**config.mk**
```make
export PLATFORM = sky130hd
export DESIGN_NAME = regfile_sb
export DESIGN_NICKNAME = d
export VERILOG_FILES = /design/src/rtl/mips_pkg.sv /design/src/rtl/regfile_busy_tracker.sv /design/src/rtl/regfile_sb.sv
export SDC_FILE = /design/constraint.sdc
export NUM_CORES = 2
export LEC_CHECK = 0
export CORE_MARGIN = 1.5
export CORE_UTILIZATION = 56
export CTS_CLUSTER_DIAMETER = 120
export CTS_CLUSTER_SIZE = 16
export DETAILED_ROUTE_END_ITERATION = 6
export PLACE_DENSITY = 0.76
export REMOVE_ABC_BUFFERS = 1
export SLEW_MARGIN = 40
export SYNTH_ARGS = -nofsm -noshare
export SYNTH_HDL_FRONTEND = slang
export SYNTH_SLANG_ARGS = --single-unit
```
**constraint.sdc**
```tcl
create_clock -name clock -period 2.4 [get_ports clock]
set_input_delay 0.36 -clock clock [delete_from_list [all_inputs] [get_ports clock]]
set_output_delay 0.36 -clock clock [all_outputs]
set_load 0.05 [all_outputs]
```
**src/rtl/mips_pkg.sv**
```systemverilog
// Shared MIPS core definitions.
// Provides the default datapath width and register count, the register-index
// type for the default register count, and the index of the hardwired zero
// register. No ports; imported by the register file and its busy tracker.
package mips_pkg;

  localparam int WIDTH_DEF = 32;
  localparam int DEPTH_DEF = 32;

  typedef logic [$clog2(DEPTH_DEF)-1:0] reg_idx_t;

  localparam reg_idx_t REG_ZERO = '0;

endpackage

```
**src/rtl/regfile_busy_tracker.sv**
```systemverilog
// Per-register busy scoreboard for the register file.
// Holds one busy bit per register, computes effective busy (a writeback
// presented this cycle already satisfies a waiting reader), raises stall on
// RAW hazards for used operands and on WAW hazards for an issuing destination,
// and marks the destination busy when an issue is accepted.
// Ports:
//   clock, reset       rising-edge clock, synchronous active-high reset
//   raA, raB           operand read addresses
//   useA, useB         operand actually needed by the instruction in decode
//   wen, wa            writeback enable / address (clears busy)
//   iss_en, iss_wa     issue request / destination register
//   stall, iss_ack     hazard indication / issue accepted this cycle
//   busy_vec           current busy bits
module regfile_busy_tracker
  import mips_pkg::*;
#(
  parameter int DEPTH    = DEPTH_DEF,
  parameter bit ZERO_REG = 1'b1,
  localparam int AW      = $clog2(DEPTH)
) (
  input  logic             clock,
  input  logic             reset,
  input  logic [AW-1:0]    raA,
  input  logic [AW-1:0]    raB,
  input  logic             useA,
  input  logic             useB,
  input  logic             wen,
  input  logic [AW-1:0]    wa,
  input  logic             iss_en,
  input  logic [AW-1:0]    iss_wa,
  output logic             stall,
  output logic             iss_ack,
  output logic [DEPTH-1:0] busy_vec
);

  logic [DEPTH-1:0] busy_q;
  logic [DEPTH-1:0] busy_d;
  logic             bA;
  logic             bB;
  logic             bW;
  logic             hazard;

  function automatic logic is_zero(input logic [AW-1:0] a);
    return ZERO_REG && (a == AW'(REG_ZERO));
  endfunction

  // A register being written back this cycle is no longer a hazard: the
  // reader picks the value up through the bypass.
  function automatic logic eff_busy(input logic [AW-1:0] a);
    return busy_q[a] && !(wen && (wa == a)) && !is_zero(a);
  endfunction

  always_comb begin
    bA      = eff_busy(raA);
    bB      = eff_busy(raB);
    bW      = eff_busy(iss_wa);
    hazard  = (useA && bA) || (useB && bB) || (iss_en && bW);
    stall   = !reset && hazard;
    iss_ack = !reset && iss_en && !hazard;

    busy_d = busy_q;
    if (wen) begin
      busy_d[wa] = 1'b0;
    end
    // Set after the clear so a new producer wins over a same-cycle writeback.
    if (iss_ack) begin
      busy_d[iss_wa] = 1'b1;
    end
    if (ZERO_REG) begin
      busy_d[0] = 1'b0;
    end
  end

  always_ff @(posedge clock) begin
    if (reset) begin
      busy_q <= '0;
    end else begin
      busy_q <= busy_d;
    end
  end

  assign busy_vec = busy_q;

endmodule

```
**src/rtl/regfile_sb.sv**
```systemverilog
// MIPS register file with scoreboard.
// Two combinational read ports with write-first bypass, one write port, an
// optional hardwired zero register and a per-register busy scoreboard used by
// decode for RAW/WAW hazard detection. All state updates on the rising edge.
// Ports:
//   clock, reset       rising-edge clock, synchronous active-high reset
//   raA/raB, useA/useB read addresses and operand-needed flags
//   rdA/rdB            read data (bypassed from the write port)
//   wen, wa, wd        writeback enable / address / data
//   iss_en, iss_wa     issue request and its destination register
//   iss_ack, stall     issue accepted / hazard, decode must hold
//   busy_vec           busy bits, for debug and verification
module regfile_sb
  import mips_pkg::*;
#(
  parameter int WIDTH    = WIDTH_DEF,
  parameter int DEPTH    = DEPTH_DEF,
  parameter bit ZERO_REG = 1'b1,
  localparam int AW      = $clog2(DEPTH)
) (
  input  logic             clock,
  input  logic             reset,
  input  logic [AW-1:0]    raA,
  input  logic [AW-1:0]    raB,
  input  logic             useA,
  input  logic             useB,
  output logic [WIDTH-1:0] rdA,
  output logic [WIDTH-1:0] rdB,
  input  logic             wen,
  input  logic [AW-1:0]    wa,
  input  logic [WIDTH-1:0] wd,
  input  logic             iss_en,
  input  logic [AW-1:0]    iss_wa,
  output logic             iss_ack,
  output logic             stall,
  output logic [DEPTH-1:0] busy_vec
);

  logic [WIDTH-1:0] regs_q [DEPTH];
  logic [WIDTH-1:0] regs_d [DEPTH];

  function automatic logic is_zero(input logic [AW-1:0] a);
    return ZERO_REG && (a == AW'(REG_ZERO));
  endfunction

  function automatic logic [WIDTH-1:0] read_port(input logic [AW-1:0] a);
    if (is_zero(a)) begin
      return '0;
    end else if (wen && (wa == a)) begin
      return wd;
    end else begin
      return regs_q[a];
    end
  endfunction

  always_comb begin
    regs_d = regs_q;
    if (wen && !is_zero(wa)) begin
      regs_d[wa] = wd;
    end
  end

  always_ff @(posedge clock) begin
    if (reset) begin
      for (int i = 0; i < DEPTH; i++) begin
        regs_q[i] <= '0;
      end
    end else begin
      regs_q <= regs_d;
    end
  end

  always_comb begin
    rdA = read_port(raA);
    rdB = read_port(raB);
  end

  regfile_busy_tracker #(
    .DEPTH    (DEPTH),
    .ZERO_REG (ZERO_REG)
  ) u_busy (
    .clock    (clock),
    .reset    (reset),
    .raA      (raA),
    .raB      (raB),
    .useA     (useA),
    .useB     (useB),
    .wen      (wen),
    .wa       (wa),
    .iss_en   (iss_en),
    .iss_wa   (iss_wa),
    .stall    (stall),
    .iss_ack  (iss_ack),
    .busy_vec (busy_vec)
  );

endmodule

```
==> metrics.md <==
| Metric | Value |
|---|---|
| Max-slew headroom | `0.380` |
| Sequential area share after synthesis | `0.386` |
| CP Max Fanout | `4` |
| Footprint of the multi-input gates | `32300 µm²` |
| YS warnings | `0` |
| Overall Power | `34600 µW` |
| Net Sw Power | `9330 µW` |
| Reg2Reg Depth | `7` |
| Maxcap violations | `0` |
| Final cell count without fillers | `7570` |
| Chip width | `316 µm` |
| Global-route wire length before repair | `330000 µm` |
| Dominant synthesized flop cell | `dfxtp_1` |
| CP endpoint kind | `output pin` |
| GRT Max-Usage Layer | `met2` |
| CTS buffer count | `75` |
| Vias | `54.1k` |
| Met1 Resource Use GR | `0.544` |
| Slew @ Worst Pin | `0.930 ns` |
| DR WL/cell | `30.6 µm` |
| Post-Syn Area | `54700 µm²` |
| Post-route cell area | `67800 µm²` |
| Fin. Hold Viols | `0` |
| Hold Crit Class | `input port to register` |
| Start of the worst register-to-register path | `u_busy.busy_vec[15]$_SDFF_PP0_` |
| Area Growth Syn to Fin | `23.8%` |
| Core box area | `96700 µm²` |
| Placed cell areas | `62500 µm²` |
| Fin. max-slew vios | `0` |
| Int Power | `25200 µW` |
| Setup crit start | `u_busy.busy_vec[15]$_SDFF_PP0_` |
| Routability cong. | `0.969` |
| Required @ worst endpoint | `2.04 ns` |
| DRC viols | `14` |
| Crit path time final | `3.05 ns` |
| Gate power share | `0.137` |
| RSZ-0062 raised after global routing | `yes` |
| Vias in the first global route | `52.3k` |
| Largest net degree at the start of global routing | `182` |
| Register area | `21300 µm²` |
| Max clock buf depth | `3` |
| Row cnt | `114` |
| Crit path kind | `register to output pin` |
| Setup_tns | `-31.30 ns` |
| Final worst setup slack | `-0.655 ns` |
| Nets@finish | `6343` |
| Skew-Pair Late Insertion Delay | `0.69 ns` |
| Static leakage | `0.0229 µW` |
| Startpoint Class | `register` |
| CTS tree | `built` |
| Power per cell area | `510 nW/µm²` |
| GRT Total Usage | `0.448` |
| Grt met2 use | `0.641` |
| # clock sinks | `1055` |
| Max Freq | `327 MHz` |
| Root Driver | `clkbuf_16` |
| Clk_skew | `0.0125 ns` |
| Yosys reg bits | `1055` |
| Vias per cell | `7.14` |
| Post-layout util | `0.701` |
| Fraction of layout cells with a size suffix above 1 | `0.291` |
| Fillers | `6623` |
| Iter 0 DRT Violations | `9700` |
| Antenna violations before repair | `6` |
| Outcome | `complete, but fails checks` |
| Port buffer count | `154` |
| Clock slew at reported path FFs | `0.07 ns` |
| # placed instances | `7378` |
| Grt met3 use | `0.165` |
| Worst r2r dst | `u_busy.busy_vec[1]$_SDFF_PP0_` |
| Initial Util | `0.566` |
| Cells after Synth | `6029` |
| Sequential Power Share | `0.513` |
| Most frequent cells in the layout | `2014 x nand2_1, 995 x a21oi_1, 906 x dfxtp_1` |
| Die area | `99600 µm²` |
| Hold buffers post-CTS | `0` |
| Clk pwr share | `0.351` |
| Mean area per synthesized cell | `9.08 µm²` |
| Switching Fraction | `0.270` |
| Final number of setup-violating endpoints | `66` |
| Routed wire length | `232000 µm` |
| Commonest non-fill, non-tap cell in the layout | `nand2_1` |
| Gr ovfl total | `0` |
| Detailed placer's ending HPWL | `140000 µm` |
| Worst Setup EP | `iss_ack` |
| Post-synth ARST share | `0` |
| Pre-Repair DR Iteration Count | `7` |
| Worst R2R Setup Slack | `0.16 ns` |
| VDD IR max | `0.537 mV` |
| H-tree levels | `3` |
| # IOs | `156` |
| Failing checks | `design-rule violations, negative setup slack` |
| Antenna Nets Post-Route | `0` |
| Final period utilization | `1.27` |
| Die Y | `316 µm` |
| Synth unique cells | `54` |
| Worst EP arrival | `2.69 ns` |
| EDFF count, synth | `0` |
state kept, by name, summed over array words and instances (netlist names):
signal           cells
u_busy.busy_vec     31
regs_q            1024
cells by family (layout without fill, tap and decap cells):
kind of cell,Yosys count,count (layout),synth area share
xor gates and xnor gates,15,15,0.00240
muxes,740,740,0.269
other,1,4,0.0000685
AOI/OAI and AO/OA,1250,1250,0.123
DFF,1055,1055,0.386
buffers and inverters,658,920,0.0525
and+or+nand+nor,2310,2310,0.167
how the worst min path moves through the flow:
stage	endpoint	slack, ns	start	depth (start not counted)
2_1_floorplan	regs_q[0]$_SDFFE_PP0P_	0.43	reset	1
3_3_place_gp	regs_q[804]$_SDFFE_PP0P_	0.45	regs_q[804]$_SDFFE_PP0P_	2
3_5_place_dp	regs_q[517]$_SDFFE_PP0P_	0.46	regs_q[517]$_SDFFE_PP0P_	2
4_1_cts	regs_q[528]$_SDFFE_PP0P_	0.10	reset	2
5_1_grt	regs_q[656]$_SDFFE_PP0P_	0.11	reset	2
6_report	regs_q[688]$_SDFFE_PP0P_	0.12	reset	2
Yosys cell counts, types with 4 or more instances:
| master | instances | area (µm²) |
|---|---|---|
| a22oi_1 | 21 | 158 |
| or2_2 | 5 | 31.3 |
| and3b_1 | 4 | 35.0 |
| and2_1 | 14 | 87.6 |
| nor4_1 | 4 | 25.0 |
| and3_1 | 5 | 31.3 |
| clkbuf_2 | 12 | 60.1 |
| o22ai_1 | 5 | 31.3 |
| o31ai_1 | 5 | 37.5 |
| nor3_1 | 10 | 50.1 |
| buf_6 | 23 | 259 |
| mux4_2 | 585 | 13200 |
| o21ai_0 | 65 | 325 |
| nand2_1 | 2048 | 7690 |
| nand4b_1 | 4 | 35.0 |
| buf_2 | 69 | 345 |
| nor2b_1 | 40 | 250 |
| nand2b_1 | 9 | 56.3 |
| clkbuf_1 | 517 | 1940 |
| buf_1 | 15 | 56.3 |
| a21oi_1 | 1020 | 5100 |
| nand3b_1 | 38 | 285 |
| mux2i_1 | 154 | 1540 |
| dfxtp_1 | 1055 | 21100 |
| o211ai_1 | 16 | 120 |
| a211oi_1 | 48 | 360 |
| nand3_1 | 7 | 35.0 |
| xor2_1 | 12 | 105 |
| nor2_1 | 94 | 353 |
| nor3b_1 | 4 | 30.0 |
| o21ai_1 | 11 | 55.1 |
| o31ai_2 | 6 | 75.1 |
| buf_4 | 13 | 97.6 |
| nand4_1 | 19 | 119 |
| a221oi_1 | 39 | 342 |
critical path: stages (launching register included):
cell and delay [ns]:
dfxtp_2 0.36, mux4_2 0.46, and3b_1 0.17, o31ai_1 0.21, o2111ai_1 0.17, a32o_2 0.28
nor3_2 0.11, buf_4 0.14, buf_12 0.12
power groups by stage:
| stage | clock, µW | sequential (µW) | combinational (µW) |
|---|---|---|---|
| 2_1_floorplan | 0 | 18100 | 1270 |
| 3_3_place_gp | 0 | 18100 | 4020 |
| 3_5_place_dp | 0 | 18100 | 4070 |
| 4_1_cts | 12000 | 17700 | 4410 |
| 5_1_grt | 12600 | 17700 | 4830 |
| 6_report | 12100 | 17700 | 4720 |
timing repair:
action	in CTS	in global routing
resized for setup	391	205
pin swaps	80	87
setup buffers	64	44
endpoints found under the setup margin	80	73
cloned	11	6
metal layers:
| layer | vias to the layer above | wire length, µm |
|---|---|---|
| li1 | 21604 | - |
| met1 | 25557 | 72500 |
| met2 | 5171 | 95500 |
| met3 | 1709 | 40100 |
| met4 | 10 | 23500 |
| met5 | - | 67 |
metrics by stage:
stage	setup slack (ns)	hold WS (ns)
after floorplan	-2.64	0.429
after global placement	-0.848	0.448
after detailed placement	-0.771	0.457
after CTS	-0.673	0.104
after global routing	-0.704	0.114
final	-0.655	0.121
final cells by class:
type	instances	area share
Tap cell	1276	0.0236
Multi-Input combinational cell	4316	0.476
Sequential cell	1055	0.314
Antenna cell	3	0.000111
Timing Repair Buffer	834	0.157
Clock buffer	77	0.0281
Clock inverter	6	0.000886
Inverter	3	0.000203
No activity file was read; power rests on OpenSTA's default activity.
